## src/rtl/d16_bus_pkg.sv

```systemverilog
// rtl/d16_bus_pkg.sv - shared d16 bus widths, arbiter state encoding and grant constants
package d16_bus_pkg;

    localparam int D16_AW = 16;
    localparam int D16_DW = 16;

    localparam logic [1:0] ST_IDLE = 2'd0;
    localparam logic [1:0] ST_GNT0 = 2'd1;
    localparam logic [1:0] ST_GNT1 = 2'd2;

    localparam logic [1:0] GNT_NONE = 2'b00;
    localparam logic [1:0] GNT_M0   = 2'b01;
    localparam logic [1:0] GNT_M1   = 2'b10;

    typedef enum logic [1:0] {
        S_IDLE = ST_IDLE,
        S_GNT0 = ST_GNT0,
        S_GNT1 = ST_GNT1
    } arb_state_e;

    function automatic logic [1:0] gnt_of(input arb_state_e s);
        case (s)
            S_GNT0:  return GNT_M0;
            S_GNT1:  return GNT_M1;
            default: return GNT_NONE;
        endcase
    endfunction

endpackage

```

## src/rtl/d16_arb_timer.sv

```systemverilog
// rtl/d16_arb_timer.sv - grant watchdog counter, built only with D16_ARB_TIMEOUT_EN
`ifdef D16_ARB_TIMEOUT_EN
module d16_arb_timer #(
    parameter int TIMEOUT = 15
) (
    input  logic i_clk,
    input  logic i_reset,
    input  logic i_clr,
    input  logic i_en,
    output logic o_expired
);

    localparam int CW = $clog2(TIMEOUT + 1);

    logic [CW-1:0] cnt_q, cnt_d;

    // Expiry is seen on the TIMEOUT-th granted cycle, so compare against TIMEOUT-1.
    assign o_expired = (cnt_q == CW'(TIMEOUT - 1));

    always_comb begin
        cnt_d = cnt_q;
        if (i_clr) begin
            cnt_d = '0;
        end else if (i_en && !o_expired) begin
            cnt_d = cnt_q + 1'b1;
        end
    end

    always_ff @(posedge i_clk) begin
        if (i_reset) begin
            cnt_q <= '0;
        end else begin
            cnt_q <= cnt_d;
        end
    end

endmodule
`endif

```

## src/rtl/d16_wb_arbiter.sv

```systemverilog
// rtl/d16_wb_arbiter.sv - two-master round-robin d16 bus arbiter; optional watchdog via D16_ARB_TIMEOUT_EN
module d16_wb_arbiter
    import d16_bus_pkg::*;
#(
    parameter int AW      = D16_AW,
    parameter int DW      = D16_DW,
    parameter int TIMEOUT = 15
) (
    input  logic          i_clk,
    input  logic          i_reset,
    input  logic [AW-1:0] i_m0_addr,
    input  logic [DW-1:0] i_m0_dat,
    input  logic          i_m0_we,
    input  logic          i_m0_cyc,
    output logic          o_m0_ack,
    output logic [DW-1:0] o_m0_dat,
    output logic          o_m0_err,
    input  logic [AW-1:0] i_m1_addr,
    input  logic [DW-1:0] i_m1_dat,
    input  logic          i_m1_we,
    input  logic          i_m1_cyc,
    output logic          o_m1_ack,
    output logic [DW-1:0] o_m1_dat,
    output logic          o_m1_err,
    output logic [AW-1:0] o_s_addr,
    output logic [DW-1:0] o_s_dat,
    output logic          o_s_we,
    output logic          o_s_cyc,
    input  logic          i_s_ack,
    input  logic [DW-1:0] i_s_dat,
    output logic [1:0]    o_gnt
);

    arb_state_e state_q, state_d;
    logic       last_q, last_d;     // 0 = m0 last served, 1 = m1
    logic       sel0, sel1, cyc_x, ack_x, term_x, done_x;

    assign sel0   = (state_q == S_GNT0);
    assign sel1   = (state_q == S_GNT1);
    assign cyc_x  = (sel0 & i_m0_cyc) | (sel1 & i_m1_cyc);
    assign ack_x  = cyc_x & i_s_ack;
    assign done_x = ack_x | term_x;

`ifdef D16_ARB_TIMEOUT_EN
    logic expired;

    d16_arb_timer #(.TIMEOUT(TIMEOUT)) u_timer (
        .i_clk     (i_clk),
        .i_reset   (i_reset),
        .i_clr     ((state_q == S_IDLE) || (state_d != state_q)),
        .i_en      (cyc_x & ~i_s_ack),
        .o_expired (expired)
    );

    // A slave ack on the terminal cycle wins over the watchdog.
    assign term_x = cyc_x & expired & ~i_s_ack;
`else
    logic unused_timeout;
    assign unused_timeout = ^{1'b0, TIMEOUT[0]};
    assign term_x         = 1'b0;
`endif

    always_comb begin
        state_d = state_q;
        last_d  = last_q;
        case (state_q)
            S_IDLE: begin
                if (i_m0_cyc && (!i_m1_cyc || last_q)) begin
                    state_d = S_GNT0;
                end else if (i_m1_cyc) begin
                    state_d = S_GNT1;
                end
            end
            S_GNT0: begin
                if (done_x) begin
                    last_d  = 1'b0;
                    state_d = i_m1_cyc ? S_GNT1 : S_IDLE;
                end else if (!i_m0_cyc) begin
                    state_d = S_IDLE;
                end
            end
            S_GNT1: begin
                if (done_x) begin
                    last_d  = 1'b1;
                    state_d = i_m0_cyc ? S_GNT0 : S_IDLE;
                end else if (!i_m1_cyc) begin
                    state_d = S_IDLE;
                end
            end
            default: state_d = S_IDLE;
        endcase
    end

    always_ff @(posedge i_clk) begin
        if (i_reset) begin
            state_q <= S_IDLE;
            last_q  <= 1'b1;
        end else begin
            state_q <= state_d;
            last_q  <= last_d;
        end
    end

    assign o_s_cyc  = cyc_x & ~term_x;
    assign o_s_addr = sel1 ? i_m1_addr : (sel0 ? i_m0_addr : '0);
    assign o_s_dat  = sel1 ? i_m1_dat  : (sel0 ? i_m0_dat  : '0);
    assign o_s_we   = o_s_cyc & (sel1 ? i_m1_we : i_m0_we);

    // A transfer caught by reset is abandoned, so nothing is reported back.
    assign o_m0_ack = sel0 & ack_x  & ~i_reset;
    assign o_m1_ack = sel1 & ack_x  & ~i_reset;
    assign o_m0_err = sel0 & term_x & ~i_reset;
    assign o_m1_err = sel1 & term_x & ~i_reset;
    assign o_m0_dat = sel0 ? i_s_dat : '0;
    assign o_m1_dat = sel1 ? i_s_dat : '0;
    assign o_gnt    = gnt_of(state_q);

endmodule

```

## config.mk

```make
export PLATFORM = sky130hd
export DESIGN_NAME = d16_wb_arbiter
export DESIGN_NICKNAME = d
export VERILOG_FILES = /design/src/rtl/d16_bus_pkg.sv /design/src/rtl/d16_arb_timer.sv /design/src/rtl/d16_wb_arbiter.sv
export SDC_FILE = /design/constraint.sdc
export NUM_CORES = 1
export LEC_CHECK = 0
export CAP_MARGIN = 5
export CELL_PAD_IN_SITES_DETAIL_PLACEMENT = 2
export CELL_PAD_IN_SITES_GLOBAL_PLACEMENT = 2
export CORE_MARGIN = 2
export CORE_UTILIZATION = 10
export DETAILED_ROUTE_END_ITERATION = 8
export PLACE_DENSITY_LB_ADDON = 0.1
export SKIP_LAST_GASP = 1
export SLEW_MARGIN = 25
export SYNTH_ARGS = -nofsm -noshare
export SYNTH_HDL_FRONTEND = slang
export SYNTH_SLANG_ARGS = --single-unit
```

## constraint.sdc

```tcl
create_clock -name i_clk -period 4.6 [get_ports i_clk]
set_input_delay 0.92 -clock i_clk [delete_from_list [all_inputs] [get_ports i_clk]]
set_output_delay 0.92 -clock i_clk [all_outputs]
set_load 0.05 [all_outputs]
```

# ---- After elaboration in Yosys (flattened, before gate mapping)
# Cells that the tools add are included.
dict set report classes {
  add_sub_neg 0
  multipliers 0
  div_mod_pow 0
  order_cmp 0
  eq_ne 7
  n_shift 0
  muxes 20
  bitwise_logic 10
  n_reduce_logical 7
}
# cell n
set op_table {}
lappend op_table {{2-to-1 mux 16 bit} 6}
lappend op_table {{2-to-1 mux 2 bit} 7}
lappend op_table {{bitwise AND 1 bit} 8}
lappend op_table {{inequality test 3 x 2 -> 1 bit, second input constant} 2}
lappend op_table {{case mux 2 bit (3 select lines)} 1}
lappend op_table {{AND reduction 3 bit} 2}
lappend op_table {{2-to-1 mux 1 bit} 4}
lappend op_table {{inequality test 2 x 1 -> 1 bit, second input constant} 2}
lappend op_table {{case mux 2 bit (2 select lines)} 1}
lappend op_table {{inequality test 3 bit, second input constant} 1}
lappend op_table {{equality test 2 x 1 -> 1 bit, second input constant} 1}
lappend op_table {{equality test 2 bit, second input constant} 1}
lappend op_table {{logical NOT 2 bit} 1}
lappend op_table {{case mux 1 bit (2 select lines)} 1}
lappend op_table {{nonzero test 2 bit} 1}
lappend op_table {{logical AND 1 bit} 1}
lappend op_table {{logical NOT 1 bit} 1}
lappend op_table {{logical OR 1 bit} 1}
lappend op_table {{NOT 1 bit} 1}
lappend op_table {{bitwise OR 1 bit} 1}
dict set report totals {
  regBits 3
  latchBits 0
  ramBits 0
  mem_bits_ro 0
  in_bits 87
  output_inout_bits 72
  wordCells 46
  n_memories 0
}

# ---- Longest topological paths before layout
dict set report logic_depth {
  ltp_word 6
  depth_mapped 7
  ltp_nobuf 6
}

# ---- Worst setup path before layout
# Ideal clock, no wire load.
dict set report synth_timing {
  path_kind {input to output}
  startpoint {input port i_m0_cyc}
  endpoint {output port o_m1_ack}
  t_arrival_ns 2.030
  required_ns 3.680
  setup_slack_ns 1.650
  stages 3
  path_buffers 1
  path_cell_list {buf_6 a21oi_1 nor4b_2}
}
dict set report synth_via {
  elab_chain_cells 5
}
# element line
set synth_lines {}
lappend synth_lines {{start: declaration} d16_wb_arbiter.sv:14} ;# input logic i_m0_cyc,
lappend synth_lines {{bitwise AND 1 bit} d16_wb_arbiter.sv:40} ;# assign cyc_x = (sel0 & i_m0_cyc) | (sel1 & i_m1_cyc);
lappend synth_lines {{bitwise OR 1 bit} d16_wb_arbiter.sv:40}
lappend synth_lines {{bitwise AND 1 bit} d16_wb_arbiter.sv:41} ;# assign ack_x = cyc_x & i_s_ack;
lappend synth_lines {{bitwise AND 1 bit (2 in a row)} d16_wb_arbiter.sv:111} ;# assign o_m1_ack = sel1 & ack_x & ~i_reset;
lappend synth_lines {{end: declaration} d16_wb_arbiter.sv:22} ;# output logic o_m1_ack,
# Every way passes these cells.

# ---- Worst setup path in the final report
# Ends and elaborated chain as after synthesis.

==> results.toml <==
[status]
outcome = "finished clean"

[synth]
synth_top_family_by_area = "compound AO/OA/AOI/OAI gates"
synth_ff_type = "dfxtp_1"
avgSynthCellArea_um2 = 8.08
synth_seq_cells = 3
yosys_warnings = 0
syn_inst = 121
ys_types = 28
synthMuxAreaShare_pct = 1.02
synth_edf_count = 0
synth-simple-area-share_pct = 29.6
synth_compound_area_share_pct = 41.0
synthAdderAreaFrac_pct = 7.68
synthArstFlopShare_pct = 0
yosysSeqAreaShare_pct = 6.15
mappedNetlistArea_um2 = 977
synth-xor-area-share_pct = 0

[clock_network]
postCtsSetupRepairBufs = 0
clk_path_buf_depth = 2
path_clk_slew_ps = 30
cts-hold-fix-buffers = 0
ctsResizeCount = 0
cts_root_buffer = "clkbuf_8"
tritoncts = "yes"
cts-buffers-inserted = 3
cts_max_level = 1
cts.sink_count = 3
clock_latency_ps = 210

[timing]
rsz0062_at_grt = "no"
post-route-period-util_pct = 81.0
hold_violations = 0
min_period_ps = 3730
final-max-slew-violation-count = 0
setup_viol = 0
worst_pin_slew_ps = 549
slew_headroom_pct = 63.3
skew_ps = 1.51
max_freq_mhz = 268
finalSetupTns_ps = 0

[routing]
drt_iter0_drc = 18
routed_wl_mm = 6.40
ant_nets = 0
firstDrtPassIters = 2
wl_per_cell_um = 15.9
vias = 1555
drc = 0
viasPerCell = 3.86

[floorplanning]
die_y_um = 103
core_um2 = 9640
io_pins = 159
num_rows = 36
dieArea_um2 = 10600
fp.dieW_um = 103
start_util_pct = 10.1

[layout]
areaGrowthSynthToFinish_pct = 172
drive_above_1_share_pct = 4.81
layout_commonest_cell = "clkdlybuf4s50_1"
final_cell_mix = "156 x clkdlybuf4s50_1, 32 x and2_1, 32 x a22o_1, 5 x ha_1"
fillers = 1136
finalNetCount = 364
n_antenna_cell = 0
final_area_um2 = 2660

[critical_path]
worstPathRequired_ps = 3680
cp_max_fo = 9
crit_type = "input port to output port"
critPathMostFrequentCell = "clkdlybuf4s50_1"
worstPathArrival_ps = 2810
critPathCaptureType = "output port"
worstReg2RegStart = "state_q[1]"
ff2ff_path_depth = 5
crit_path_start_kind = "input port"
worst_path_max_delay_cell = "clkdlybuf4s50_1"
path_cells = "clkdlybuf4s50_1 > a21oi_1 > nor4b_2 > clkdlybuf4s50_1"
rrSetupSlack_ps = 2940
slowest_delay_ps = 840
r2r_end = "state_q[0]"

[placement]
gp_congestion = 0.658
port_buffers = 156
place_area_um2 = 2610
dp_hpwl_mm = 5.26

[grt]
grt_overflow_total = 0
grt_max_degree = 37
groute.usage.overall_pct = 10.6
grt_pass1_vias = 1546
antenna_found_initial = 0
grt_pass1_wl_mm = 8.71

[min_path]
min_path_cells = 2
hp-start = "last_q"
holdPathEnd = "last_q"
min_path_type = "flop to flop"

[power_and_ir_drop]
p_per_area_nw_per_um2 = 311
leakage_uw = 0.000994
peakVddDrop_uv = 78.7

[run]
max-cap-violations = 0
[logic make-up (layout without fill, tap and decap cells)]
logic type	after synthesis	in the layout
other cells	1	2
simple gates	45	45
buf+inv	19	167
flops	3	3
mux	1	1
compound gates	46	46
fa+ha+maj	6	6
[Yosys cell counts (2+ instances only)]
cell,instances,area (um2)
ha_1,6,75.1
and2_1,32,200
buf_8,3,45.0
dfxtp_1,3,60.1
nor4b_2,2,30.0
nor2_1,4,15.0
a21oi_1,4,20.0
inv_1,3,11.3
nand2b_1,2,12.5
a31oi_1,2,12.5
buf_6,2,22.5
clkbuf_1,5,18.8
buf_4,4,30.0
a22o_1,32,280
o311ai_0,2,17.5
nand2_1,3,11.3
[critical path, delay by kind of cell]
family / cells / cell delay (ps)
and+or+nand+nor: 1 / 210
AOI/OAI and AO/OA: 1 / 140
buffers and inverters: 2 / 1540
[through the flow]
| step | utilization (%) | hold slack [ps] | total power (uW) | instances | setup WS (ps) |
|---|---|---|---|---|---|
| CTS | 27.5 | 540 | 838 | 403 | 850 |
| detailed placement | 27.1 | 536 | 758 | 399 | 850 |
| floorplan | - | 479 | 503 | 122 | 1650 |
| global route | 27.5 | 586 | 871 | 403 | 743 |
| finish | 27.5 | 534 | 826 | 403 | 875 |
| global placement | 27.1 | 581 | 759 | 399 | 841 |
[metal layers]
metal,share of wire (%),routed length (um),GRT usage [%]
met4,0.30,19,1.82
met1,39,2490,12.7
met5,0,0,0
met2,48,3070,18.4
met3,13,815,3.93
[worst max-delay path by stage]
stage                     from           end  depth (start not counted)
floorplan             i_m0_cyc      o_m1_ack                          3
global placement      i_m0_cyc      o_m1_ack                          4
detailed placement    i_m0_cyc      o_m1_ack                          4
CTS                   i_m0_cyc      o_m1_ack                          4
global route        state_q[0]  o_s_addr[14]                          5
finish                i_m0_cyc      o_m1_ack                          4
[sequential cells by signal, summed over array words and instances, names as in the netlist]
name	flops
state_q	2
last_q	1
[power breakdown]
group | total [uW] | switching [uW] | internal [uW]
combinational | 713 | 443 | 270
clock | 76.1 | 17.0 | 59.1
sequential | 37.0 | 5.23 | 31.8
[cell type report]
class / count / area [um2] / area share (%)
timing repair buffer: 159 / 1580 / 59.7
multi-input combinational: 100 / 785 / 29.5
tap: 133 / 166 / 6.27
sequential: 3 / 60.1 / 2.26
clock buffer: 4 / 45.0 / 1.70
inverter: 4 / 15.0 / 0.566
Power figures use the tool's default switching activity.
==> patch, RTL diff (config.mk and constraints unchanged) <==
The package constant `D16_AW` goes from 16 to 14.
--- a/src/rtl/d16_bus_pkg.sv
+++ b/src/rtl/d16_bus_pkg.sv
@@ -1,7 +1,7 @@
 // rtl/d16_bus_pkg.sv - shared d16 bus widths, arbiter state encoding and grant constants
 package d16_bus_pkg;
 
-    localparam int D16_AW = 16;
+    localparam int D16_AW = 14;
     localparam int D16_DW = 16;
 
     localparam logic [1:0] ST_IDLE = 2'd0;
Interface: changed (resized i_m0_addr, i_m1_addr and o_s_addr); port bits go from 159 to 153. No check against the original RTL was run, so the function may have changed too.
==> patch against the unedited design <==
Core utilization is 0.39 points higher; final area is 2.3% lower; wire length is 2.9% lower; sequential cell count stayed put; critical path depth stayed put; worst setup slack worse by 0.018 ns; synthesized area is 1.4% lower; combinational power is 2.9% lower; power is 2.4% lower; critical path type unchanged.
==> patch: results <==
group,metric,value,unit
status,status,"completed",
yosys,netlist_top_cells_count,"and2_1 (32), a22o_1 (30), buf_6 (6), ha_1 (6)",
detailed_routing,drt-met1-wl,2.42,mm
detailed_routing,routed_wl,6.22,mm
layout,num-nonclk-buffers,154,
yosys,yosysWarnings,0,
clock_network,cts_resized,0,
detailed_routing,wl_met3,482,um
sta,skew,0.00387,ns
power_and_ir_drop,leakagePower,0.968,nW
yosys,synthAdderAreaFrac,7.79,%
yosys,synthTopCellsByArea,"a22o_1 (27%), and2_1 (21%), ha_1 (7.8%)",
yosys,synth.distinct_cells,26,
global_route,use_met1,12.5,%
sta,worstMarginPinSlew,0.548,ns
global_route,grt_pass1_vias,1479,
layout,fin_nets,353,
detailed_routing,vias_per_cell,3.84,
yosys,ys_seq_area_share,6.23,%
layout,nMultiInputCombCells,98,
critical_path,critPathMaxStageDelay,0.80,ns
yosys,syn_avg_cell_area,8.16,sq um
global_route,grtUsageMet3,2.12,%
layout,multi_input_area_share,30.1,%
detailed_routing,first_iter_violations,15,
layout,top_regs,"state_q: 2 flops, last_q: 1 flops",
power_and_ir_drop,p_seq,0.0375,mW
placed_design,port_buffers,150,
critical_path,cp_max_fo,7,
placed_design,dpl.hpwl,5.19,mm
detailed_routing,firstDrtPassIters,3,
placed_design,dp.cells,388,
layout,nClkBuffers,4,
layout,diodes,0,
global_route,grt_max_degree,31,
yosys,synth_mux_area_share,1.04,%
detailed_routing,routedWlPerCell,15.9,um
layout,final-clk-cell-share,1.74,%
global_route,gr-usage-met2,19.1,%
critical_path,crit_arrival,2.82,ns
layout,nonClkBufAreaFrac,59.0,%
global_route,grt_usage,10.3,%
global_route,grt_pass1_wl,8.47,mm
power_and_ir_drop,switching_share,56.0,%
yosys,synth_compound_area_share,40.5,%
layout,nFillCells,1088,
detailed_routing,met2_length,3.28,mm
clock_network,insertion_delay,0.22,ns
placed_design,gp_congestion,0.655,
power_and_ir_drop,p_clk,0.0766,mW
min_path,hp-class,"flip-flop to flip-flop",
power_and_ir_drop,ir_worst_vdd,0.149,mV
layout,drive_above_1_share,6.46,%
## patch: changes by cell type in the layout (fill, tap and decap cells not counted), sizes merged
cell,unedited run,this run
a22o,32,30
clkdlybuf4s50,156,150
buf,3,4
and2b,1,0
nor2b,0,1
## patch: worst paths after layout
path | cells after the start | slack [ns] | end | start
setup reg to reg | 5 | 2.94 | state_q[0] | state_q[1]
hold reg to reg | 2 | 0.57 | last_q | last_q
hold / removal | 2 | 0.57 | last_q | last_q
setup / recovery | 4 | 0.86 | o_m0_ack | i_m1_cyc
## patch: stage by stage
| stage | area, sq um | utilization, % | worst slack, ns | power [mW] |
|---|---|---|---|---|
| floorplan | 967 | - | 1.65 | 0.488 |
| global placement | 2550 | 27.5 | 0.832 | 0.739 |
| detailed placement | 2550 | 27.5 | 0.845 | 0.739 |
| CTS | 2590 | 27.9 | 0.847 | 0.819 |
| global route | 2590 | 27.9 | 0.733 | 0.847 |
| finish | 2590 | 27.9 | 0.857 | 0.806 |
